### config.mk
export PLATFORM = sky130hd
export DESIGN_NAME = sccb_cfg_sequencer
export DESIGN_NICKNAME = d
export VERILOG_FILES = /design/src/rtl/sccb_cfg_sequencer.sv
export SDC_FILE = /design/constraint.sdc
export NUM_CORES = 1
export LEC_CHECK = 0
export CORE_ASPECT_RATIO = 0.7
export CORE_MARGIN = 1.5
export CORE_UTILIZATION = 36
export CTS_CLUSTER_DIAMETER = 60
export DETAILED_ROUTE_END_ITERATION = 8
export GPL_TIMING_DRIVEN = 0
export HOLD_SLACK_MARGIN = 0.12
export MAX_ROUTING_LAYER = met4
export PLACE_DENSITY = 0.69
export SYNTH_ARGS = -nofsm -noshare
export SYNTH_HDL_FRONTEND = slang
export SYNTH_SLANG_ARGS = --single-unit
### constraint.sdc
create_clock -name iCLK -period 2.23 [get_ports iCLK]
set_input_delay 0.3345 -clock iCLK [delete_from_list [all_inputs] [get_ports iCLK]]
set_output_delay 0.3345 -clock iCLK [all_outputs]
set_load 0.03 [all_outputs]
### src/rtl/sccb_cfg_sequencer.sv
// Camera register-configuration sequencer: walks the LUT and issues each entry
// as an SCCB write, with power-up wait, delay entries, read-back verify and retry.
module sccb_cfg_sequencer #(
    parameter int         ADDR_W       = 8,
    parameter int         DATA_W       = 8,
    parameter int         IDX_W        = 8,
    parameter int         LUT_START    = 2,
    parameter int         LUT_DEPTH    = 165,
    parameter logic [7:0] DEV_ADDR     = 8'h42,
    parameter int         POWERUP_WAIT = 50000,
    parameter int         DELAY_UNIT   = 50000,
    parameter int         MAX_RETRY    = 3,
    parameter int         VERIFY       = 0
) (
    input  logic                     iCLK,
    input  logic                     iRST_N,
    input  logic                     start,
    output logic [IDX_W-1:0]         lut_index,
    input  logic [ADDR_W+DATA_W-1:0] lut_data,
    output logic                     cmd_valid,
    input  logic                     cmd_ready,
    output logic                     cmd_rd,
    output logic [7:0]               cmd_dev,
    output logic [ADDR_W-1:0]        cmd_addr,
    output logic [DATA_W-1:0]        cmd_wdata,
    input  logic                     rsp_valid,
    input  logic                     rsp_err,
    input  logic [DATA_W-1:0]        rsp_rdata,
    output logic                     busy,
    output logic                     done,
    output logic                     error,
    output logic [IDX_W-1:0]         err_index,
    output logic [3:0]               retry_cnt
);

    localparam longint unsigned DLY_MAX =
        ((64'd1 << DATA_W) - 64'd1) * 64'(DELAY_UNIT);
    localparam longint unsigned CNT_MAX =
        (DLY_MAX > 64'(POWERUP_WAIT)) ? DLY_MAX : 64'(POWERUP_WAIT);
    localparam int CNT_W = $clog2(CNT_MAX + 64'd2);
    localparam logic [IDX_W-1:0] FIRST = IDX_W'(LUT_START);
    localparam logic [IDX_W-1:0] LAST  = IDX_W'(LUT_START + LUT_DEPTH - 1);

    typedef enum logic [3:0] {
        S_IDLE, S_PWR_WAIT, S_FETCH, S_WR_REQ, S_WR_WAIT, S_RD_REQ,
        S_RD_WAIT, S_DELAY, S_NEXT, S_DONE, S_ERROR
    } state_e;

    state_e             state_q, state_d;
    logic [IDX_W-1:0]   idx_q, idx_d;
    logic [ADDR_W-1:0]  addr_q, addr_d;
    logic [DATA_W-1:0]  data_q, data_d;
    logic [CNT_W-1:0]   cnt_q, cnt_d;
    logic [3:0]         retry_q, retry_d;
    logic               busy_q, busy_d;
    logic               done_q, done_d;
    logic               error_q, error_d;
    logic [IDX_W-1:0]   erri_q, erri_d;
    logic               fail;

    logic [ADDR_W-1:0]  lut_addr;
    logic [DATA_W-1:0]  lut_wdata;

    assign lut_addr  = lut_data[ADDR_W+DATA_W-1:DATA_W];
    assign lut_wdata = lut_data[DATA_W-1:0];

    always_ff @(posedge iCLK or negedge iRST_N) begin
        if (!iRST_N) begin
            state_q <= S_IDLE;
            idx_q   <= FIRST;
            addr_q  <= '0;
            data_q  <= '0;
            cnt_q   <= '0;
            retry_q <= '0;
            busy_q  <= 1'b0;
            done_q  <= 1'b0;
            error_q <= 1'b0;
            erri_q  <= '0;
        end else begin
            state_q <= state_d;
            idx_q   <= idx_d;
            addr_q  <= addr_d;
            data_q  <= data_d;
            cnt_q   <= cnt_d;
            retry_q <= retry_d;
            busy_q  <= busy_d;
            done_q  <= done_d;
            error_q <= error_d;
            erri_q  <= erri_d;
        end
    end

    always_comb begin
        state_d = state_q;
        idx_d   = idx_q;
        addr_d  = addr_q;
        data_d  = data_q;
        cnt_d   = cnt_q;
        retry_d = retry_q;
        busy_d  = busy_q;
        done_d  = done_q;
        error_d = error_q;
        erri_d  = erri_q;
        fail    = 1'b0;
        unique case (state_q)
            S_IDLE, S_DONE, S_ERROR: begin
                if (start) begin
                    state_d = S_PWR_WAIT;
                    idx_d   = FIRST;
                    busy_d  = 1'b1;
                    done_d  = 1'b0;
                    error_d = 1'b0;
                    retry_d = '0;
                    cnt_d   = CNT_W'(POWERUP_WAIT);
                end
            end
            // A count of 0 or 1 both leave after a single cycle
            S_PWR_WAIT: begin
                if (cnt_q <= CNT_W'(1)) state_d = S_FETCH;
                else cnt_d = cnt_q - CNT_W'(1);
            end
            S_FETCH: begin
                addr_d = lut_addr;
                data_d = lut_wdata;
                if (&lut_addr) begin
                    state_d = S_DELAY;
                    cnt_d   = CNT_W'(lut_wdata) * CNT_W'(DELAY_UNIT);
                end else begin
                    state_d = S_WR_REQ;
                end
            end
            S_WR_REQ: begin
                if (cmd_ready) state_d = S_WR_WAIT;
            end
            S_WR_WAIT: begin
                if (rsp_valid) begin
                    if (rsp_err) fail = 1'b1;
                    else if (VERIFY != 0) state_d = S_RD_REQ;
                    else state_d = S_NEXT;
                end
            end
            S_RD_REQ: begin
                if (cmd_ready) state_d = S_RD_WAIT;
            end
            S_RD_WAIT: begin
                if (rsp_valid) begin
                    if (rsp_err || rsp_rdata != data_q) fail = 1'b1;
                    else state_d = S_NEXT;
                end
            end
            S_DELAY: begin
                if (cnt_q <= CNT_W'(1)) state_d = S_NEXT;
                else cnt_d = cnt_q - CNT_W'(1);
            end
            S_NEXT: begin
                if (idx_q == LAST) begin
                    state_d = S_DONE;
                    done_d  = 1'b1;
                    busy_d  = 1'b0;
                end else begin
                    state_d = S_FETCH;
                    idx_d   = idx_q + IDX_W'(1);
                    retry_d = '0;
                end
            end
            default: state_d = S_IDLE;
        endcase
        // A failed write or read-back re-writes the same entry
        if (fail) begin
            if (retry_q < 4'(MAX_RETRY)) begin
                retry_d = retry_q + 4'd1;
                state_d = S_WR_REQ;
            end else begin
                state_d = S_ERROR;
                erri_d  = idx_q;
                error_d = 1'b1;
                busy_d  = 1'b0;
            end
        end
    end

    assign lut_index = idx_q;
    assign cmd_valid = (state_q == S_WR_REQ) || (state_q == S_RD_REQ);
    assign cmd_rd    = (state_q == S_RD_REQ);
    assign cmd_dev   = DEV_ADDR | {7'b0, cmd_rd};
    assign cmd_addr  = addr_q;
    assign cmd_wdata = data_q;
    assign busy      = busy_q;
    assign done      = done_q;
    assign error     = error_q;
    assign err_index = erri_q;
    assign retry_cnt = retry_q;

endmodule

==> metrics.txt, run 1 <==
Synth-to-Final Area Change 44.8%; placement row count 36; CP arrival 3.61 ns; Slew Limit Fails 0; clock slew seen by the registers of the worst setup and hold paths 0.06 ns; class of the worst hold path in -> async; GRT Resource Usage Total 21.7%; CTS tree yes; Nets 807; CTS Hold Bufs 0; critical path cell sequence buf_12 > inv_12 > ha_4 > inv_4 > ha_4 > fa_1 > fa_2 > ha_4 > buf_4 > a21oi_2 > o22ai_1 > a211oi_2 > nand2b_4 > or3b_4 > a31oi_4 > a2111o_1; Worst Max-Slew Pin Slew 0.888 ns; CP max stage cell fa_2; Antenna Violating Nets Remaining 0; First-pass DRT Iterations 5; crit-path most repeated cell ha_4; Initial Utilization 37.1%; core area 14000 sq um; initial DRC count 440; asr flop ratio synth 100%; post-DP HPWL 10800 microns; share of cells above drive strength 1 27.4%; top-area cell type share of the netlist area 31.8%; Mapped Cells 581; status finished with violations; Setup crit end kind flop; total number of vias 4939; leakage power 0.00331 uW; FMAX 0.295 GHz; Worst path depth 16; max incr delay on CP 0.57 ns; initial antenna violation count 0; final wirelength 15800 microns; Filler cells 1171; Final Hold Fails 0; WP buf/inv 4; RSZ-0062 raised after global routing true; vias per cell 5.48; total congestion overflow 0; PwrDens 1280 nW/um^2; Setup crit start kind input port; Final WS setup -1.16 ns; DIE AREA 15200 sq um; area leader, netlist dfrtp_1; Die Y 104 microns; antenna diode count 0; Combinational Power Share 63.4%; later-pin clock latency in the skew report 0.34 ns; Tcrit/Tclk final 152%; sequential area share after synthesis 32.3%; crit path time final 3.39 ns; Post-synth top flop dfrtp_1; cell-internal power 5300 uW; synthesized area 5200 sq um; first-pass GRT wire length 25600 microns; sequential share of power 20.1%; DRC errors left 0; WP data required 2.45 ns; cts bufs inserted 9; YS warnings 0; Final Skew 0.00644 ns; htree depth 3; synthesized flop and latch total 67; synth top area cells dfrtp_1 (32%), ha_1 (14%), nand2_1 (5.8%); die width 147 microns; largest net degree at the start of global routing 68; I/O Buffers 71; r2r worst-path depth 7; Top Family by Delay on Critical Path adder cells; failing checks setup timing; critical path peak fanout 4; I/O pin count 79; Distinct cells, synth 70; root buffer cell clkbuf_16; hold_ws 0.0973 ns; CTS Sinks 67; Rel. slew slack 40.3%; worst-case vdd ir drop 0.000752 V; Max-cap violations 0; Clk pwr share 16.5%; TNS Setup -13.24 ns; Post-synth EDFFs 0; Max Buffers Root-to-Sink 2; Psw 4290 uW; Final setup violation count 27; syn avg cell area 8.94 sq um; Crit Path Category in -> reg; Net Sw Frac 44.8%; routed len/inst 17.6 microns; gpl congestion 0.898; vias in the first global route 4963
==> synth_stat cells, types with 13 or more instances <==
cell      instances
nand2_1          80
dfrtp_1          66
ha_1             58
nor2_1           49
a21oi_1          34
o21ai_0          32
inv_1            21
clkbuf_1         17
nor3_1           16
xor2_1           16
o21ai_1          13
==> per-stage QoR <==
stage / power, uW / std cells / cell area (sq um) / util (%) / worst slack, ns
2_1_floorplan: 5140 / 586 / 5430 / - / -1.22
3_3_place_gp: 6420 / 847 / 6380 / 45.6 / -2.34
3_5_place_dp: 6530 / 847 / 6380 / 45.5 / -2.41
4_1_cts: 9120 / 895 / 7320 / 52.3 / -1.11
5_1_grt: 10200 / 902 / 7520 / 53.7 / -1.27
6_report: 9590 / 902 / 7520 / 53.7 / -1.16
==> cells in the final DEF (no fill, tap or decap), types with 5 or more instances in the layout <==
master and instances:
nor3_1 9, nor2_1 46, and3_1 6, clkdlybuf4s50_1 59
buf_4 42, o21ai_0 17, nand2_1 79, mux2_2 9
buf_6 13, xnor2_1 6, nand3_1 5, clkbuf_1 7
conb_1 7, a21o_1 6, xor2_1 16, ha_4 21
ha_1 37, fa_1 9, clkbuf_16 9, nand4_1 12
inv_1 16, nor4_1 8, nor3_2 6, o21ai_2 11
dfrtp_1 66, o21ai_1 17, a21oi_1 27, a21oi_2 6
nand3b_1 5
==> power by group through the flow <==
| stage | logic [uW] | registers, uW | clock network, uW |
|---|---|---|---|
| after floorplan | 2960 | 2190 | 0 |
| after global placement | 4530 | 1890 | 0 |
| after detailed placement | 4630 | 1900 | 0 |
| after CTS | 5610 | 1910 | 1600 |
| after global routing | 6540 | 1980 | 1660 |
| final | 6080 | 1930 | 1590 |
==> final timing paths <==
kind                              from      endpoint  slack [ns]
setup / recovery           lut_data[6]     cnt_q[21]       -1.16
hold / removal                  iRST_N  err_index[6]         0.1
setup reg to reg              cnt_q[5]     cnt_q[23]       -0.42
hold reg to reg                  error         error        0.48
max in group asynchronous       iRST_N   cmd_addr[0]        1.52
min in group iCLK          lut_data[7]  cmd_wdata[7]        0.24
==> state kept, by name, summed over array words and instances, names as in the netlist <==
signal     flops
err_index      8
cmd_wdata      8
lut_index      8
retry_cnt      4
cnt_q         24
cmd_addr       8
busy           1
state_q        4
error          1
done           1
==> what timing repair did <==
action                                  4_1_cts  5_1_grt
pin swaps                                    34       35
endpoints found under the setup margin       65       35
setup buffers                                31       14
gates cloned                                  3        0
resized for setup                           119       47
==> cell families after synthesis <==
logic type	share of synthesized area [%]
DFF	32.3
muxes	2.72
and+or+nand+nor	21.1
other	0.145
adders and majority gates	18.6
buffers and inverters	5.01
xor gates and xnor gates	4.21
AOI/OAI and AO/OA	15.9
==> per-layer routing <==
metal / share of wire (%) / vias to the layer above / GRT usage, %
met3: 6.7 / 44 / 4.98
met2: 46 / 186 / 32.7
met4: 2.3 / 0 / 5.92
met5: 0 / - / -
li1: - / 2314 / -
met1: 45 / 2395 / 29.2
==> final cells by class <==
type	instances	area, sq um	area share [%]
plain buffers	27	193	2.56
clock buffers	12	256	3.41
clock inverters	4	72.6	0.965
inverters	21	93.8	1.25
multi-input cells	466	3860	51.3
flip-flops and latches	67	1680	22.3
well taps	190	238	3.16
repair buffers	115	1130	15.0
No activity file was read; power rests on OpenSTA's default activity.
==> run 2: changes to the inputs <==
CORE_ASPECT_RATIO = 1.25   (was 0.7)
CORE_UTILIZATION = 45   (was 36)
GPL_TIMING_DRIVEN = unset   (was 0)
PLACE_DENSITY = 0.81   (was 0.69)
==> run 2 against run 1 <==
  * The flow still finishes with violations (setup timing)
  * Critical endpoint unchanged
  * Clock power down 16%
  * Hold slack better by 0.24 ns
  * Total power up 3.0%
  * Largest power group unchanged
  * Sequential cell count unchanged
  * Register-to-register slack better by 0.24 ns
  * Design area up 6.9%
  * First-iteration DRC count down 3.9%
  * Via count up 11%
  * Non-clock buffer count up 71
  * Combinational power up 10%
  * Sequential share of layout area down 1.4 points
==> metrics.txt, run 2 (synthesized netlist as in run 1, its figures left out) <==
WP data required 2.45 ns; first-pass GRT wire length 26300 microns; antenna diode count 0; initial DRC count 423; clock slew seen by the registers of the worst setup and hold paths 0.06 ns; CTS tree yes; status finished with violations; Crit Path Category in -> reg; register with the most flip-flops cnt_q; Final Hold Fails 0; placed inst area 7060 sq um; class of the worst hold path in -> reg; DP Worst Slack -2.00 ns; initial antenna violation count 0; share of cells above drive strength 1 36.4%; max incr delay on CP 0.57 ns; GRT Resource Usage Total 28.2%; max reg flops 24; Filler cells 707; Worst Max-Slew Pin Slew 0.691 ns; post-DP HPWL 12000 microns; Hold Path Depth 4; critical path peak fanout 4; Max Buffers Root-to-Sink 2; fin area 8040 sq um; total number of vias 5473; final wirelength 17400 microns; WP buf/inv 4; RSZ-0062 raised after global routing true; Final setup violation count 23; total congestion overflow 0; Top Family by Delay on Critical Path adder cells; htree depth 3; post-route insts no fill 918; Tcrit/Tclk final 152%; core area 11200 sq um; critical path cell sequence buf_12 > inv_12 > ha_4 > inv_2 > ha_4 > fa_1 > fa_1 > ha_4 > buf_4 > a21oi_4 > o22ai_2 > a211oi_2 > nand2b_4 > or3b_4 > a31oi_4 > a2111o_1; placement row count 43; CTS Sinks 67; die width 99.1 microns; First-pass DRT Iterations 5; Nets 878; DIE AREA 12200 sq um; vias in the first global route 5485; crit path time final 3.39 ns; Synth-to-Final Area Change 54.7%; Layout Utilization 71.8%; Rel. slew slack 53.7%; gpl congestion 1.01; commonest non-fill, non-tap cells in the layout buf_4 (126), nand2_1 (79), dfrtp_1 (66); r2r worst-path depth 7; Antenna Violating Nets Remaining 0; DRC errors left 0; CP max stage cell fa_1; most common cell after layout, fill and taps aside buf_4; crit-path most repeated cell ha_4; I/O Buffers 71; Setup crit end kind flop; root buffer cell clkbuf_16; FMAX 0.295 GHz; worst-case vdd ir drop 0.000567 V; later-pin clock latency in the skew report 0.34 ns; leakage power 0.00369 uW; PwrDens 1230 nW/um^2; Worst path depth 16; I/O pin count 79; Final WS setup -1.16 ns; vias per cell 5.96; largest net degree at the start of global routing 35; Final Power 9880 uW; Post-Place Cells 883; Initial Utilization 46.4%; Setup crit start kind input port; routed len/inst 18.9 microns; Max-cap violations 0; Slew Limit Fails 0; CP arrival 3.60 ns; Die Y 123 microns; Final Skew 0.00664 ns; cts bufs inserted 9; failing checks setup timing
==> run 2: cell count changes in the layout (fill, tap and decap cells not counted), sizes merged, moves of 3 or more <==
cell,previous run,this run
clkdlybuf4s15,3,0
inv,21,24
clkinv,1,4
clkbuf,24,10
buf,67,149
==> run 2: per-stage QoR <==
stage	TNS [ns]	hold WS, ns
floorplan	-12.27	0.0389
global placement	-26.64	0.364
detailed placement	-28.42	0.351
CTS	-12.90	0.333
global route	-15.17	0.355
finish	-13.10	0.334
==> run 2: cell type report <==
type	instances	area, sq um	share of cell area [%]
well taps	135	169	2.10
multi-input cells	466	3960	49.2
repair buffers	213	1870	23.3
inverters	21	91.3	1.14
clock buffers	9	225	2.80
clock inverters	7	50.0	0.623
flip-flops and latches	67	1680	20.9
==> run 2: path summary, 6_finish.rpt <==
kind                                  start      endpoint  slack [ns]
worst min register to register  cmd_addr[0]   cmd_addr[0]        0.47
min in group asynchronous            iRST_N     cnt_q[17]        0.53
worst max register to register     cnt_q[5]     cnt_q[23]       -0.18
worst min-delay path            lut_data[4]  cmd_wdata[4]        0.33
max in group asynchronous            iRST_N  cmd_wdata[5]        0.93
worst max-delay path            lut_data[6]     cnt_q[21]       -1.16
==> run 2: what timing repair did <==
item / CTS / global route
hold buffers: 1 / 0
setup buffers: 7 / 13
gates resized for setup: 84 / 69
pin swaps: 46 / 55
endpoints found under the setup margin: 28 / 36
endpoints found under the hold margin: 21 / 0
cloned: 0 / 1
==> run 2: report_power, final <==
| part | leakage (uW) | switching [uW] | internal, uW |
|---|---|---|---|
| clock | 0.000140 | 570 | 759 |
| sequential | 0.000861 | 291 | 1570 |
| combinational | 0.00269 | 3620 | 3070 |
| total | 0.00369 | 4480 | 5400 |
==> run 2: routing by layer <==
metal | up-vias | wire length, microns | global-route usage, %
met2 | 259 | 9260 | 52.0
met1 | 2658 | 6300 | 30.0
met5 | - | 0 | -
met4 | 0 | 952 | 12.8
met3 | 94 | 837 | 3.96
li1 | 2462 | - | -
==> run 2: tightest hold or removal path: stages <==
cell and delay [ns]:
buf_8 0.09, buf_4 0.12, nand2_1 0.05, nand2_1 0.05
==> run 3: changes to the inputs <==
CAP_MARGIN = 5   (was unset)
CORE_ASPECT_RATIO = 0.8   (was 1.25)
clock period = 3.05 ns   (was 2.23 ns; I/O delays follow)
==> run 3 against run 2 <==
  * Total power shrank 36%
  * The flow still finishes with violations (setup timing)
  * Clock-buffer cell count grew 2
  * Largest power group unchanged
  * Largest cell class unchanged
  * Final cell count is 5.8% lower
==> metrics.txt, run 3 (synthesized netlist as in run 1, its figures left out) <==
CTS Hold Bufs 0; Max-cap violations 0; Nets 816; Setup crit end kind flop; share of cells above drive strength 1 26.1%; register with the most flip-flops cnt_q; hold_ws 0.248 ns; gpl congestion 0.922; Die Y 99.1 microns; I/O pin count 79; Post-Place Cells 838; final wirelength 16000 microns; RSZ-0062 raised after global routing true; Crit Path Category in -> reg; TNS Setup -3.56 ns; Antenna Violating Nets Remaining 0; class of the worst hold path in -> async; GRT met1 Usage 34.8%; I/O Buffers 71; Tcrit/Tclk final 114%; post-DP HPWL 11800 microns; commonest non-fill, non-tap cells in the layout nand2_1 (80), buf_4 (68), dfrtp_1 (66); failing checks setup timing; htree depth 3; max reg flops 24; crit path time final 3.47 ns; most common cell after layout, fill and taps aside nand2_1; largest net degree at the start of global routing 35; vias per cell 5.72; worst-case vdd ir drop 0.000476 V; Final WS setup -0.419 ns; CP max stage cell fa_1; CTS Sinks 67; CP arrival 3.74 ns; Setup crit start kind input port; crit-path most repeated cell ha_4; Max Buffers Root-to-Sink 2; core area 11100 sq um; first-pass GRT wire length 25800 microns; Filler cells 811; critical path cell sequence buf_8 > buf_12 > inv_12 > ha_4 > inv_4 > ha_4 > fa_1 > fa_1 > ha_4 > nand4_1 > o31ai_2 > a211oi_2 > nand2b_4 > or3b_4 > a31oi_4 > a2111o_1; later-pin clock latency in the skew report 0.33 ns; post-route insts no fill 865; Initial Utilization 47.0%; root buffer cell clkbuf_16; Final setup violation count 13; FMAX 0.288 GHz; DRC errors left 0; status finished with violations; Rel. slew slack 32.6%; DP Worst Slack -1.24 ns; total number of vias 4952; cts bufs inserted 9; Most Crowded Layer GR met2; antenna diode count 0; vias in the first global route 5131; CTS tree yes; total congestion overflow 0; critical path peak fanout 4; clock slew seen by the registers of the worst setup and hold paths 0.05 ns; routed len/inst 18.5 microns; Synth-to-Final Area Change 41.7%; DIE AREA 12200 sq um; placed inst area 6600 sq um; initial DRC count 375; Final Hold Fails 0; fin area 7360 sq um; WP data required 3.32 ns; GR Util met2 45.5%; First-pass DRT Iterations 5; PwrDens 863 nW/um^2; GRT Resource Usage Total 28.0%; Worst Max-Slew Pin Slew 1.01 ns; M3 GR Usage 7.00%; die width 123 microns; max incr delay on CP 0.49 ns; initial antenna violation count 0; Slew Limit Fails 0; Final Skew 0.00854 ns; leakage power 0.00334 uW; placement row count 34
## run 3: cell count changes in the layout (fill, tap and decap cells not counted), moves of 3 or more
cell	change
a21oi_1	+6
a21oi_4	-4
buf_4	-58
clkdlybuf4s50_1	+3
fa_1	+4
fa_2	-4
ha_4	-3
inv_6	-3
nor3_1	+3
o21ai_1	+6
o21ai_2	-6
## run 3: report_power, final
group	internal (uW)	switching, uW	total, uW
sequential	1150	285	1430
clock	651	382	1030
combinational	1660	2230	3890
total	3460	2900	6350
## run 3: worst max-delay path, delay by kind of cell
kind	cells	cell delay, ns
AOI/OAI and AO/OA	4	0.62
buffers and inverters	4	0.26
and+or+nand+nor	3	0.72
adders and majority gates	5	1.66
## run 3: metal layers
metal | part of all wire [%] | up-vias
met5 | 0 | -
met4 | 1.9 | 0
met3 | 6.1 | 35
met2 | 49 | 192
met1 | 43 | 2394
li1 | - | 2331
## run 3: worst paths after layout
kind / startpoint / endpoint / slack, ns / cells past startpoint
max: lut_data[6] / cnt_q[21] / -0.42 / 16
min: iRST_N / lut_index[4] / 0.25 / 1
max reg2reg: cnt_q[2] / cnt_q[11] / 0.20 / 7
min reg2reg: cnt_q[20] / cnt_q[20] / 0.47 / 2
max in group asynchronous: iRST_N / lut_index[1] / 1.95 / 2
min in group iCLK: lut_data[4] / cmd_wdata[4] / 0.46 / 4
## run 3: cell type report
class                      count  area, sq um  share of cell area (%)
sequential                    67         1680                    22.8
clock buffer                  11          243                    3.30
inverter                      21         93.8                    1.27
multi-input combinational    466         3760                    51.0
clock inverter                 5         52.6                   0.714
timing repair buffer         151         1360                    18.4
tap                          144          180                    2.45
## run 3: stage by stage
| stage | power, uW | utilization [%] |
|---|---|---|
| final | 6350 | 66.6 |
| after global routing | 6730 | 66.6 |
| after CTS | 6170 | 65.3 |
| after detailed placement | 4870 | 59.7 |
| after global placement | 4750 | 59.7 |
| after floorplan | 3700 | - |
## run 3: what timing repair did
action                                  CTS  global route
setup buffers                            11             6
endpoints found under the setup margin   14            13
pin swaps                                40            41
resized for setup                        74            25
cloned                                    0             0
hold endpoints to repair                  0             0
